**config.mk**
```make
export PLATFORM = sky130hd
export DESIGN_NAME = instruction_fetch_unit
export DESIGN_NICKNAME = d
export VERILOG_FILES = /design/src/rtl/instruction_fetch_unit.sv
export SDC_FILE = /design/constraint.sdc
export NUM_CORES = 1
export LEC_CHECK = 0
export CAP_MARGIN = 20
export CORE_MARGIN = 1.5
export CORE_UTILIZATION = 25
export CTS_CLUSTER_SIZE = 28
export DETAILED_ROUTE_END_ITERATION = 16
export SYNTH_ARGS = -nofsm -noshare
export SYNTH_HDL_FRONTEND = slang
export SYNTH_SLANG_ARGS = --single-unit
```
**constraint.sdc**
```tcl
create_clock -name clk -period 3.25 [get_ports clk]
set_input_delay 0.4875 -clock clk [delete_from_list [all_inputs] [get_ports clk]]
set_output_delay 0.4875 -clock clk [all_outputs]
set_load 0.01 [all_outputs]
```
**src/rtl/instruction_fetch_unit.sv**
```systemverilog
// PC generation and IF/ID stage feeding a combinational instruction memory.
// Define IFU_FETCH_COUNT_EN to add the fetch_count output.
module instruction_fetch_unit #(
  parameter logic [31:0] RESET_PC   = 32'h0000_0000,
  parameter int unsigned IMEM_BYTES = 36
) (
  input  logic        clk,
  input  logic        reset,
  output logic [31:0] imem_pc,
  input  logic [31:0] imem_instr,
  output logic        if_valid,
  output logic [31:0] if_instr,
  output logic [31:0] if_pc,
  input  logic        id_ready,
  input  logic        redirect_valid,
  input  logic [31:0] redirect_pc,
  output logic        halted,
  output logic        misalign_err
`ifdef IFU_FETCH_COUNT_EN
  ,
  output logic [31:0] fetch_count
`endif
);

  typedef enum logic [1:0] {
    IDLE,
    RUN,
    HALT
  } state_e;

  typedef struct packed {
    logic        valid;
    logic [31:0] instr;
    logic [31:0] pc;
  } if_id_t;

  localparam logic [32:0] LIMIT = 33'(IMEM_BYTES);

  state_e      state_q, state_d;
  logic [31:0] pc_q, pc_d;
  if_id_t      ifid_q, ifid_d;
  logic        mis_q, mis_d;

  logic [32:0] pc_end;
  logic        fits;
  logic        redir;
  logic        fetch_en;
  logic        drain;

  // 33-bit sum so a PC near the top of the space cannot wrap into range
  assign pc_end   = {1'b0, pc_q} + 33'd4;
  assign fits     = (pc_end <= LIMIT);
  assign redir    = redirect_valid && (state_q != IDLE);
  assign drain    = ifid_q.valid && id_ready;
  assign fetch_en = (state_q == RUN) && fits && !redirect_valid
                 && (!ifid_q.valid || id_ready);

  always_comb begin
    state_d = state_q;
    pc_d    = pc_q;
    ifid_d  = ifid_q;
    mis_d   = mis_q;
    unique case (1'b1)
      redir: begin
        pc_d         = {redirect_pc[31:2], 2'b00};
        ifid_d.valid = 1'b0;
        state_d      = RUN;
        mis_d        = mis_q | (redirect_pc[1:0] != 2'b00);
      end
      (state_q == IDLE): begin
        state_d = RUN;
      end
      fetch_en: begin
        ifid_d.valid = 1'b1;
        ifid_d.instr = imem_instr;
        ifid_d.pc    = pc_q;
        pc_d         = pc_q + 32'd4;
      end
      default: begin
        if (drain) ifid_d.valid = 1'b0;
        if ((state_q == RUN) && !fits) state_d = HALT;
      end
    endcase
  end

  always_ff @(posedge clk or negedge reset) begin
    if (!reset) begin
      state_q <= IDLE;
      pc_q    <= RESET_PC;
      ifid_q  <= '0;
      mis_q   <= 1'b0;
    end else begin
      state_q <= state_d;
      pc_q    <= pc_d;
      ifid_q  <= ifid_d;
      mis_q   <= mis_d;
    end
  end

`ifdef IFU_FETCH_COUNT_EN
  logic [31:0] cnt_q;

  always_ff @(posedge clk or negedge reset) begin
    if (!reset) begin
      cnt_q <= '0;
    end else if (fetch_en) begin
      cnt_q <= cnt_q + 32'd1;
    end
  end

  assign fetch_count = cnt_q;
`endif

  assign imem_pc      = pc_q;
  assign if_valid     = ifid_q.valid;
  assign if_instr     = ifid_q.instr;
  assign if_pc        = ifid_q.pc;
  assign halted       = (state_q == HALT);
  assign misalign_err = mis_q;

endmodule

```
; Yosys cells after proc, flatten, opt, wreduce, memory -nomap -nowiden
; Cells that the tools add are included.
[classes]
addsub = 2
magnitude_cmp = 1
eq_ne = 2
muxes = 5
bitwise = 3
reduce_logical = 19
[op_table]
columns = op, count
row1 = 32-bit one-hot mux with 2 select lines, 1
row2 = "32-bit by 3-bit adder with 33-bit output, second input constant", 1
row3 = "33-bit by 6-bit less-or-equal comparator with 1-bit output, second input constant", 1
row4 = "32-bit by 3-bit adder with 32-bit output, second input constant", 1
row5 = 2-bit nonzero test, 4
row6 = 1-bit logical AND, 6
row7 = 2-bit one-hot mux with 2 select lines, 1
row8 = 2-bit AND reduction, 2
row9 = 1-bit logical NOT, 3
row10 = 1-bit one-hot mux with 3 select lines, 1
row11 = 3-bit nonzero test, 1
row12 = "2-bit by 1-bit == test with 1-bit output, second input constant", 1
row13 = "2-bit == test, second input constant", 1
row14 = 2-bit logical NOT, 1
row15 = 2-bit 2-to-1 mux, 1
row16 = 1-bit NOT, 2
row17 = 2-bit OR reduction, 1
row18 = 1-bit logical OR, 1
row19 = 1-bit 2-to-1 mux, 1
row20 = 1-bit OR, 1
[totals]
regBits = 100
input_bits = 68
output_inout_bits = 99
word_cells = 38

; Depth between registers and ports, before layout
; Gate-level depths: netlist of run 1.
[depth]
word_depth = 7
mapped_depth = 11
depth_no_buf = 10

; Least setup slack after synthesis of run 1
; Ideal clock, no wire load.
[synth_path]
kind = flip-flop to flip-flop
startpoint = register pc_q[2] (netlist: imem_pc[2])
endpoint = register ifid_q (netlist bit if_instr[11])
setup_ns = 0.125
arrival_time_ns = 2.867
required_ns = 3.125
setup_slack_ns = 0.258
path_stages_with_launch = 11
n_path_buf = 2
synth_period_minus_slack_ns = 2.992
path_cell_list = dfrtp_1 ha_1 nand3_1 or4_1 buf_2 a2111o_1 nand3_1 and4_4 nand4_4 buf_6 mux2_4
[synth_between]
elab_chain_cells = 5
[synth_rtl]
columns = element, line
row1 = "start, declared", 40  ; logic [31:0] pc_q, pc_d;
row2 = "start signal, assigned", 94  ; pc_q <= pc_d;
row3 = 32-bit by 3-bit adder with 33-bit output, 51  ; assign pc_end = {1'b0, pc_q} + 33'd4;
row4 = 33-bit by 6-bit less-or-equal comparator with 1-bit output, 52  ; assign fits = (pc_end <= LIMIT);
row5 = 1-bit logical AND (2 in series), 55  ; assign fetch_en = (state_q == RUN) && fits && !redirect_valid
row6 = 1-bit logical AND, 56  ; && (!ifid_q.valid || id_ready);
row7 = "end signal, assigned", 95  ; ifid_q <= ifid_d;
row8 = "end, declared", 41  ; if_id_t ifid_q, ifid_d;
; Every way passes these cells.
; A chain may end at the register's enable or synchronous reset.

; Worst setup path in the final report of run 1
[layout_path]
startpoint = register pc_q[2] (netlist: imem_pc[2])
endpoint = register ifid_q (netlist bit if_instr[29])
; The elaborated chain is that of the path after synthesis.

==> results.md, run 1 <==
* RD Place Congestion at approximately 0.9
* I/O pin count at approximately 170
* Endpoints failing hold at 0
* Mux cell area share after synthesis at 0.09943
* First DRT Iteration DRCs at a little over 300
* Worst setup margin at ~140 ps
* Critical Path Fanout Max at 63
* Status: finished clean
* Number of global-route vias before repair at 3501
* Skew final at 10.43 ps
* Async SR Flop Fraction at 1.000
* Max Fclk at around 0.32 GHz
* Die Y at ~140 um
* Predominant post-synthesis flop cell: dfrtp_1
* Area Growth Syn to Fin at 51.15%
* DR vias/cell at 4.493
* Largest net degree at the start of global routing at 64
* Worst R2R End: if_instr[29]
* Global route hottest layer: met2
* Final worst-path cycle share at 0.9563
* Post-synthesis compound-gate area fraction at 0.06791
* Largest family of logic cells by synthesized area: simple AND/OR/NAND/NOR gates
* Min-delay worst type: in -> async
* Die W at 135.2 um
* Clock transition at the registers of the reported paths at 70 ps
* CTS tree: done
* GRT met1 Usage at 0.1774
* CTS Sinks at between 90 and 100
* RSZ-0062 raised after global routing: true
* Req. time, crit path at roughly 3500 ps
* CP max stage delay at about 640 ps
* ANT cells at 0
* Drt pass-1 iters at 4
* Final net count at 640
* Avg Cell Area, Syn at between 10 and 15 um2
* Mapped cell area at approximately 4400 um2
* Buffers on Ports at approximately 160
* TritonCTS Buffers at 9
* CP max-delay cell: or4_4
* Fill count at between 1500 and 2000
* Post-DP HPWL at 8687 um
* Worst setup EP type: register
* Post-route cell area at about 6600 um2
* Total Wirelength at ~12000 um
* Most frequent CP cell: nand3_1
* Crit path DAT at about 3300 ps
* Worst slack, placed at 143.4 ps
* Area post-placement at approximately 6300 um2
* Final setup viols at 0
* CP Class: reg -> reg
* Setup_tns at 0 ps
* Synth Area in Adders at 0.008596
* Yosys cell types at 50
* Global routing usage on met3 at 0.03367
* Via Count at approximately 3600
* Congestion Overflow GR at 0
* Post-Synthesis Cells at ~400
* Synthesized flop and latch total at 96
* R2R depth at 9
* DRC viols at 0
* Worst r2r src: imem_pc[2]
* Wirelength per Cell at around 15 um
* Fin. max-slew vios at 0
* Period minus WS final at slightly above 3000 ps
* Seq/Total Area, Yosys at 0.5501
* Pleak at 2.980 nW
* Clock Path Buffers at 2
* CTS Root Buffer Type: clkbuf_16
* Initial antenna violation count at 0
* Setup crit start kind: register
* Starting Density at 0.2542
* Die Footprint at 18270 um2
* Post-CTS Setup Bufs at 0
* Power Density at between 400 and 500 nW/um2
* Worst vdd ir at approximately 0.25 mV
* Met2 usage in global routing at 0.2095
* Crit path cell chain: ha_1, nand3_1, or4_4, a2111o_1, nand3_1, and4_4, nand4_4, buf_12, mux2_2
* Total track usage at 0.1325
* Antenna-violating nets left at 0
* Rows at 48
* Share of cells above drive strength 1 at 0.1359
* Core area at about 17000 um2
* MaxCap Viol Count at 0
* CTS H-tree depth at 3
* Register-to-register setup slack at approximately 140 ps
* Synth warnings at 0
* XOR/XNOR Fraction of Synth Area at 0.01605
* Worst-Skew Late Latency at 350 ps
* Relative slew margins at 0.3026
* Worst-Margin Slew at between 1000 and 1500 ps
* Simple-gate share of the synthesized area at 0.2192
* Post-synth EDFFs at 0
* First-pass GRT wire length at roughly 19000 um
stage by stage:
stage | total power, mW | cells | utilization | hold slack (ps)
after floorplan | 1.538 | 404 | - | 191.9
after global placement | 1.821 | 783 | 0.3653 | 460.2
after detailed placement | 1.829 | 783 | 0.3653 | 471.9
after CTS | 2.968 | 799 | 0.3835 | 217.9
after global routing | 3.076 | 799 | 0.3843 | 244.9
final | 2.929 | 799 | 0.3843 | 189.1
synth_stat cells, drive strengths merged, types with 2 or more instances:
cell type | n | area [um2]
a2111o | 2 | 22.52
a211o | 3 | 26.28
a21o | 3 | 22.52
a21oi | 5 | 25.02
a31oi | 2 | 12.51
and2 | 25 | 156.4
and3 | 3 | 18.77
buf | 11 | 90.08
clkbuf | 12 | 45.04
dfrtp | 96 | 2402
ha | 3 | 37.54
inv | 8 | 30.03
mux2 | 36 | 424.2
nand2 | 85 | 319.1
nand2b | 4 | 25.02
nand3 | 11 | 55.05
nand4 | 16 | 130.1
nor2 | 12 | 45.04
nor2b | 4 | 25.02
nor3 | 5 | 25.02
nor3b | 3 | 22.52
nor4 | 7 | 80.07
o211ai | 3 | 22.52
o21ai | 13 | 65.06
o21bai | 2 | 15.01
o31ai | 3 | 22.52
or3 | 2 | 12.51
xnor2 | 6 | 52.55
xor2 | 2 | 17.52
timing repair:
| item | 4_1_cts | 5_1_grt |
|---|---|---|
| hold buffers | 0 | 0 |
| setup endpoints to repair | 0 | 61 |
| resized for setup | 0 | 2 |
worst max path at each step:
stage                           from      endpoint  cells after the start
final                     imem_pc[2]  if_instr[29]                      9
after detailed placement  imem_pc[2]    imem_pc[4]                     10
after global routing      imem_pc[2]    imem_pc[4]                     10
after CTS                 imem_pc[2]    imem_pc[4]                     10
after global placement    imem_pc[2]    imem_pc[4]                     10
after floorplan           imem_pc[2]  if_instr[11]                     10
power breakdown:
group          total (mW)  internal (mW)  switching (mW)
Clock                1.12          0.631           0.494
Combinational       0.476          0.253           0.223
Sequential           1.33           1.24          0.0860
logic make-up after synthesis:
group | count (synthesis)
xor gates and xnor gates | 8
muxes | 37
AOI/OAI and AO/OA | 43
buffers and inverters | 31
other | 1
DFF | 96
adders and majority gates | 3
and+or+nand+nor | 182
per-layer routing:
| layer | up-vias | routed length, um |
|---|---|---|
| met4 | 0 | 165 |
| met2 | 129 | 5600 |
| met5 | - | 0 |
| met1 | 1728 | 5328 |
| li1 | 1721 | - |
| met3 | 12 | 809 |
registers in the layout (all words and copies together), names as in the netlist:
| name | count |
|---|---|
| if_valid | 1 |
| if_instr | 32 |
| imem_pc | 30 |
| if_pc | 30 |
| misalign_err | 1 |
| state_q | 2 |
placed cells by master (no fill, tap or decap), types with 4 or more instances in the layout:
| master | Yosys | layout |
|---|---|---|
| nand2_1 | 85 | 85 |
| inv_1 | 8 | 8 |
| buf_4 | 4 | 15 |
| clkdlybuf4s50_1 | 0 | 161 |
| nand2b_1 | 4 | 4 |
| xnor2_1 | 6 | 6 |
| mux2_2 | 31 | 31 |
| nor2_1 | 12 | 12 |
| nor4_1 | 4 | 4 |
| nand4_1 | 14 | 14 |
| inv_6 | 0 | 4 |
| nor3_1 | 5 | 5 |
| conb_1 | 1 | 4 |
| nand3_1 | 11 | 11 |
| o21ai_0 | 12 | 12 |
| mux2_4 | 5 | 5 |
| dfrtp_1 | 96 | 96 |
| and2_1 | 25 | 25 |
| a21oi_1 | 5 | 5 |
| clkbuf_16 | 0 | 9 |
critical path: cells and delay by family, from the launching register on:
| kind | cells | cell delay (ps) |
|---|---|---|
| AO/OA/AOI/OAI | 1 | 370 |
| flip-flops | 1 | 360 |
| multiplexers | 1 | 320 |
| AND/OR/NAND/NOR | 5 | 1380 |
| adder cells (fa/ha/maj) | 1 | 280 |
| buffers and inverters | 1 | 230 |
area by class of cell:
class                           count  area, um2  share of cell area
Sequential cell                    96       2402              0.3640
Multi-Input combinational cell    277       1829              0.2772
Clock inverter                      6      73.82             0.01118
Inverter                            8      30.03            0.004550
Clock buffer                       10      239.0             0.03621
Timing Repair Buffer              177       1744              0.2643
Tap cell                          225      281.5             0.04265
Power figures use the tool's default switching activity.
==> inputs of run 2 (changes only) <==
SKIP_CTS_REPAIR_TIMING = 1   (was not set)
==> results of run 2 <==
No change in the layout: final DEF, timing and power equal those of run 1.
